[config.mk]
export PLATFORM = sky130hd
export DESIGN_NAME = pc_fetch_unit_flat
export DESIGN_NICKNAME = d
export VERILOG_FILES = /design/src/rtl/fetch_pkg.sv /design/src/rtl/pc_fetch_unit_if.sv /design/src/rtl/fetch_buf.sv /design/src/rtl/pc_fetch_unit.sv /design/src/flat_wrapper.sv
export SDC_FILE = /design/constraint.sdc
export NUM_CORES = 1
export LEC_CHECK = 0
export BUFFER_PORTS_ARGS = -buffer_cell sky130_fd_sc_hd__buf_2
export CORE_ASPECT_RATIO = 1.2
export CORE_MARGIN = 1.5
export CORE_UTILIZATION = 30
export DETAILED_ROUTE_END_ITERATION = 12
export SLEW_MARGIN = 15
export SYNTH_ARGS = -nofsm -noshare
export SYNTH_HDL_FRONTEND = slang
export SYNTH_HIERARCHICAL = 1
export SYNTH_SLANG_ARGS = --single-unit
[constraint.sdc]
create_clock -name clock -period 12.8 [get_ports clock]
set_input_delay 0.64 -clock clock [delete_from_list [all_inputs] [get_ports clock]]
set_output_delay 0.64 -clock clock [all_outputs]
set_load 0.05 [all_outputs]
[src/rtl/fetch_pkg.sv]
// Shared types and constants for the instruction fetch slice.
// FETCH_ALIGN_CHECK_EN adds the FAULT state used by the misaligned-PC check.
package fetch_pkg;

    localparam int unsigned MIPS_WORD_W = 32;
    localparam logic [MIPS_WORD_W-1:0] RESET_PC_DEFAULT = 32'h0000_0000;

`ifdef FETCH_ALIGN_CHECK_EN
    typedef enum logic [1:0] {
        IDLE  = 2'd0,
        REQ   = 2'd1,
        WAIT  = 2'd2,
        FAULT = 2'd3
    } fetch_state_e;
`else
    typedef enum logic [1:0] {
        IDLE  = 2'd0,
        REQ   = 2'd1,
        WAIT  = 2'd2
    } fetch_state_e;
`endif

    function automatic logic [MIPS_WORD_W-1:0] word_addr(input logic [MIPS_WORD_W-1:0] pc);
        return {pc[MIPS_WORD_W-1:2], 2'b00};
    endfunction

endpackage

[src/rtl/pc_fetch_unit_if.sv]
// Bus bundles for the fetch unit: imem request/response and the decode-side handshake.
interface imem_if;
    logic        imem_req;
    logic [31:0] imem_addr;
    logic        imem_gnt;
    logic        imem_rvalid;
    logic [31:0] imem_rdata;

    modport master (output imem_req, output imem_addr,
                    input imem_gnt, input imem_rvalid, input imem_rdata);
    modport slave  (input imem_req, input imem_addr,
                    output imem_gnt, output imem_rvalid, output imem_rdata);
endinterface

interface inst_if;
    logic        inst_valid;
    logic [31:0] inst;
    logic [31:0] inst_pc;
    logic        inst_ready;

    modport master (output inst_valid, output inst, output inst_pc, input inst_ready);
    modport slave  (input inst_valid, input inst, input inst_pc, output inst_ready);
endinterface

[src/rtl/fetch_buf.sv]
// One-entry valid/ready holding register for a fetched instruction and its PC.
module fetch_buf
    import fetch_pkg::*;
(
    input  logic                   clock,
    input  logic                   reset,
    input  logic                   load,
    input  logic                   drain,
    input  logic                   flush,
    input  logic [MIPS_WORD_W-1:0] load_inst,
    input  logic [MIPS_WORD_W-1:0] load_pc,
    output logic                   valid,
    output logic [MIPS_WORD_W-1:0] inst,
    output logic [MIPS_WORD_W-1:0] inst_pc
);

    // Load wins over drain so a same-cycle fill/drain keeps the entry valid.
    always_ff @(posedge clock) begin
        if (reset) begin
            valid <= 1'b0;
        end else if (flush) begin
            valid <= 1'b0;
        end else if (load) begin
            valid <= 1'b1;
        end else if (drain) begin
            valid <= 1'b0;
        end
    end

    always_ff @(posedge clock) begin
        if (load && !flush) begin
            inst    <= load_inst;
            inst_pc <= load_pc;
        end
    end

endmodule

[src/rtl/pc_fetch_unit.sv]
// Architectural PC register and single-outstanding instruction fetch FSM.
// FETCH_ALIGN_CHECK_EN enables the misaligned-PC fault path.
module pc_fetch_unit
    import fetch_pkg::*;
#(
    parameter logic [MIPS_WORD_W-1:0] RESET_PC = RESET_PC_DEFAULT
) (
    input  logic                   clock,
    input  logic                   reset,
    input  logic [MIPS_WORD_W-1:0] next_pc_in,
    input  logic                   redirect,
    output logic [MIPS_WORD_W-1:0] curr_pc,
    imem_if.master                 imem,
    inst_if.master                 dec,
    output logic                   fetch_misalign
);

    fetch_state_e           state, state_next;
    logic                   drop, drop_next;
    logic [MIPS_WORD_W-1:0] pc_next;
    logic                   buf_load, buf_flush;
    logic                   can_issue, granted;

    assign imem.imem_addr = word_addr(curr_pc);
    assign can_issue      = !dec.inst_valid || dec.inst_ready;
    assign granted        = imem.imem_req && imem.imem_gnt;

`ifdef FETCH_ALIGN_CHECK_EN
    logic misalign_next;
    logic misaligned;
    assign misaligned = (curr_pc[1:0] != 2'b00);
`endif

    always_comb begin
        state_next    = state;
        drop_next     = drop;
        pc_next       = curr_pc;
        buf_load      = 1'b0;
        buf_flush     = 1'b0;
        imem.imem_req = 1'b0;
`ifdef FETCH_ALIGN_CHECK_EN
        misalign_next = fetch_misalign;
`endif
        case (state)
            IDLE: state_next = REQ;
            REQ: begin
`ifdef FETCH_ALIGN_CHECK_EN
                if (misaligned) begin
                    state_next    = FAULT;
                    misalign_next = 1'b1;
                end else
`endif
                if (can_issue) begin
                    imem.imem_req = 1'b1;
                    if (imem.imem_gnt) state_next = WAIT;
                end
            end
            WAIT: begin
                if (imem.imem_rvalid) begin
                    state_next = REQ;
                    if (drop) begin
                        drop_next = 1'b0;
                    end else begin
                        buf_load = 1'b1;
                        pc_next  = next_pc_in;
                    end
                end
            end
`ifdef FETCH_ALIGN_CHECK_EN
            FAULT: state_next = FAULT;
`endif
            default: state_next = IDLE;
        endcase

        // Redirect overrides the normal path; an in-flight fetch is marked
        // for discard so its response never reaches decode or moves the PC.
        if (redirect) begin
            pc_next   = next_pc_in;
            buf_flush = 1'b1;
            buf_load  = 1'b0;
`ifdef FETCH_ALIGN_CHECK_EN
            misalign_next = 1'b0;
`endif
            case (state)
                REQ: begin
                    if (granted) drop_next = 1'b1;
                    else         state_next = REQ;
                end
                WAIT:    drop_next = imem.imem_rvalid ? 1'b0 : 1'b1;
                default: state_next = REQ;
            endcase
        end
    end

    always_ff @(posedge clock) begin
        if (reset) begin
            state   <= IDLE;
            curr_pc <= RESET_PC;
            drop    <= 1'b0;
        end else begin
            state   <= state_next;
            curr_pc <= pc_next;
            drop    <= drop_next;
        end
    end

`ifdef FETCH_ALIGN_CHECK_EN
    always_ff @(posedge clock) begin
        if (reset) fetch_misalign <= 1'b0;
        else       fetch_misalign <= misalign_next;
    end
`else
    assign fetch_misalign = 1'b0;
`endif

    fetch_buf u_buf (
        .clock     (clock),
        .reset     (reset),
        .load      (buf_load),
        .drain     (dec.inst_valid && dec.inst_ready),
        .flush     (buf_flush),
        .load_inst (imem.imem_rdata),
        .load_pc   (curr_pc),
        .valid     (dec.inst_valid),
        .inst      (dec.inst),
        .inst_pc   (dec.inst_pc)
    );

endmodule

[src/flat_wrapper.sv]
// flat-port wrapper written by rule: the top's interface ports become plain ports
module pc_fetch_unit_flat import fetch_pkg::*;
#(
    parameter logic [MIPS_WORD_W-1:0] RESET_PC = RESET_PC_DEFAULT
)
  (clock, reset, next_pc_in, redirect, curr_pc, fetch_misalign, imem_imem_req, imem_imem_addr, imem_imem_gnt, imem_imem_rvalid, imem_imem_rdata, dec_inst_valid, dec_inst, dec_inst_pc, dec_inst_ready);
  imem_if imem_i ();
  inst_if dec_i ();
  input  logic clock;
  input  logic reset;
  input  logic [MIPS_WORD_W-1:0] next_pc_in;
  input  logic redirect;
  output logic [MIPS_WORD_W-1:0] curr_pc;
  output logic fetch_misalign;
  output wire logic [$bits(imem_i.imem_req)-1:0] imem_imem_req;
  output wire logic [$bits(imem_i.imem_addr)-1:0] imem_imem_addr;
  input wire logic [$bits(imem_i.imem_gnt)-1:0] imem_imem_gnt;
  input wire logic [$bits(imem_i.imem_rvalid)-1:0] imem_imem_rvalid;
  input wire logic [$bits(imem_i.imem_rdata)-1:0] imem_imem_rdata;
  output wire logic [$bits(dec_i.inst_valid)-1:0] dec_inst_valid;
  output wire logic [$bits(dec_i.inst)-1:0] dec_inst;
  output wire logic [$bits(dec_i.inst_pc)-1:0] dec_inst_pc;
  input wire logic [$bits(dec_i.inst_ready)-1:0] dec_inst_ready;
  assign imem_imem_req = imem_i.imem_req;
  assign imem_imem_addr = imem_i.imem_addr;
  assign imem_i.imem_gnt = imem_imem_gnt;
  assign imem_i.imem_rvalid = imem_imem_rvalid;
  assign imem_i.imem_rdata = imem_imem_rdata;
  assign dec_inst_valid = dec_i.inst_valid;
  assign dec_inst = dec_i.inst;
  assign dec_inst_pc = dec_i.inst_pc;
  assign dec_i.inst_ready = dec_inst_ready;
  pc_fetch_unit #(.RESET_PC(RESET_PC)) u_core (.clock(clock), .reset(reset), .next_pc_in(next_pc_in), .redirect(redirect), .curr_pc(curr_pc), .imem(imem_i), .dec(dec_i), .fetch_misalign(fetch_misalign));
endmodule
==> results.toml <==
[status]
outcome = "finished, final reports clean"

[synthesis]
synth_top_area_frac = 0.519
syn_avg_cell_area_sq_um = 13.4
synth_edf_count = 64
synth_ff_type = "edfxtp_1"
synthTopCellsByArea = "edfxtp_1 (52%), dfxtp_1 (19%), buf_4 (6.7%), nand2_1 (6.6%), a21oi_2 (3.3%)"
ys_warn_count = 6
ys_types = 31
syn_area_sq_mm = 0.00370
ys_ff_latch = 100
synthTopCellsByCount = "nand2_1 (65), edfxtp_1 (64), dfxtp_1 (36)"
ys_seq_area_frac = 0.713
synth_top_area_cell = "edfxtp_1"
synth_most_common_cell = "nand2_1"
synth_cells = 276
synthArstFlopShare = 0

[timing]
skew_ps = 7.22
period_share = 0.192
hold_viol = 0
fmax_ghz = 0.408
rsz0062_at_grt = "no"
drv_slew = 0
setup_violations = 0
post-route-min-period_ps = 2450
max_slew_margin = 0.424
setup_tns_ps = 0
tightest_slew_ps = 865

[clock_tree]
numClockSinks = 100
clkLatencyLatePin_ps = 330
ctsHoldBuffers = 0
cts_buffers = 9
root_buffer = "clkbuf_16"
cts_resized = 0
clk_pin_slew_ps = 70
cts_setup_buffers = 0
cts-htree-levels = 3
cts_max_path_buffers = 2
cts_tree = "yes"

[power]
power_density_mw_per_mm2 = 145
worst_ir_drop_vdd_v = 0.0000551
cellLeakagePower_uw = 0.00213
p_total_uw = 707

[placed_design]
place_area_sq_mm = 0.00458
gp_congestion = 0.687
dp_hpwl_um = 5760
dpl.cell_count = 594
io_buffers = 197

[worst_setup_path]
reg2reg_depth = 6
path_buf_inv = 2
cp_slowest_cell = "buf_4"
r2r-start = "u_core/state[0]$_SDFF_PP0_"
arrival_ps = 2420
crit_family = "simple AND/OR/NAND/NOR gates"
required_ps = 12770
reg2reg_slack_ps = 10350
worst_path_largest_cell_delay_ps = 600
cp-end-kind = "flip-flop"
crit_fanout = 53
path_cells = "inv_1 > ha_1 > nand2_2 > nor3_1 > nor2b_4 > buf_4"
r2r_end = "u_core/u_buf/inst_pc[5]$_DFFE_PP_"
critPathLaunchType = "flip-flop"
worst-setup-path-type = "flip-flop to flip-flop"

[floorplan]
die_h_um = 125
io_pins = 201
core.rowCount = 44
coreArea_sq_mm = 0.0121
start_util = 0.307
dieArea_sq_mm = 0.0130
die_w_um = 104

[drt]
via_count = 2567
routed_wl_um = 8020
first_iter_violations = 110
drc = 0
wl_per_cell_um = 13.2
drt_pass1_iterations = 4
via_per_inst = 4.21
drtAntennaViolNets = 0

[final_layout]
fin_util = 0.404
drive_gt1_frac = 0.521
fin_nets = 518
stdcell_count = 610
antenna-diode-count = 0
final_cell_area_sq_mm = 0.00487
area_growth_pct = 31.4

[global_route]
grt_use_total = 0.122
overflow = 0
grt_pass1_vias = 2405
grt_pass1_wl_um = 12400
antenna_found_initial = 0
grt_max_degree = 54

[min_path]
hold_path_class = "flip-flop to flip-flop"
min_path_cells = 0
hp-start = "u_core/curr_pc[0]$_SDFFE_PP0P_"
hold_end = "u_core/u_buf/inst_pc[0]$_DFFE_PP_"

[run]
cap_violations = 0
cell type report:
class / count / area (sq um)
clock inverters: 7 / 60.1
well taps: 161 / 201
fillers: 1127 / 7190
multi-input cells: 131 / 731
inverters: 4 / 15.0
clock buffers: 9 / 225
flip-flops and latches: 100 / 2640
repair buffers: 198 / 993
metal layers:
metal / GRT usage / part of all wire / up-vias / wire length (um)
li1: - / - / 1249 / -
met1: 0.149 / 0.42 / 1193 / 3380
met2: 0.205 / 0.50 / 116 / 4020
met3: 0.0324 / 0.062 / 9 / 498
met4: 0.0441 / 0.015 / 0 / 122
met5: 0 / 0 / - / 0
worst register-to-register path, stage by stage, from the launching register on:
cell and delay [ps]:
dfxtp_1 340, inv_1 90, ha_1 260, nand2_2 140
nor3_1 220, nor2b_4 400, buf_4 600
stage by stage:
step / hold WS [ps] / worst slack, ps
final: 473 / 10350
after global routing: 456 / 10080
after CTS: 460 / 10270
after detailed placement: 464 / 10260
after global placement: 446 / 10280
after floorplan: 563 / 8530
flip-flops by register name, summed over array words and instances (netlist names):
| name | cells |
|---|---|
| u_core/u_buf/valid | 1 |
| u_core/u_buf/inst | 32 |
| u_core/u_buf/inst_pc | 32 |
| u_core/drop | 1 |
| u_core/state | 2 |
| u_core/curr_pc | 32 |
where the power goes:
part | internal, uW | switching (uW)
combinational | 24.9 | 71.0
clock | 135 | 118
sequential | 351 | 7.14
total | 510 | 196
cells by family (layout without fill, tap and decap cells):
logic type / after synthesis / after routing / share of synthesized area
flip-flops: 100 / 100 / 0.713
AND/OR/NAND/NOR: 78 / 78 / 0.0881
buffers and inverters: 47 / 218 / 0.0935
AO/OA/AOI/OAI: 46 / 46 / 0.0905
adder cells (fa/ha/maj): 4 / 4 / 0.0135
other: 1 / 3 / 0.00101
cell usage in the layout (no fill, tap or decap), types with 3 or more instances in the layout:
| cell type | instances |
|---|---|
| buf_2 | 197 |
| dfxtp_1 | 36 |
| a21oi_2 | 14 |
| conb_1 | 3 |
| ha_1 | 4 |
| nand2_1 | 65 |
| edfxtp_1 | 64 |
| clkbuf_16 | 9 |
| a21oi_1 | 19 |
| nor3_1 | 4 |
| inv_1 | 4 |
how the worst max path moves through the flow:
stage	from	end	slack [ps]	depth (start not counted)
after floorplan	imem_imem_rvalid	u_core/u_buf/inst[0]$_DFFE_PP_	8530	3
after global placement	redirect	u_core/u_buf/inst_pc[10]$_DFFE_PP_	10280	4
after detailed placement	redirect	u_core/u_buf/inst_pc[7]$_DFFE_PP_	10260	4
after CTS	u_core/state[0]$_SDFF_PP0_	u_core/u_buf/inst_pc[19]$_DFFE_PP_	10270	6
after global routing	u_core/state[0]$_SDFF_PP0_	u_core/u_buf/inst_pc[5]$_DFFE_PP_	10080	6
final	u_core/state[0]$_SDFF_PP0_	u_core/u_buf/inst_pc[5]$_DFFE_PP_	10350	6
Power figures use the tool's default switching activity.
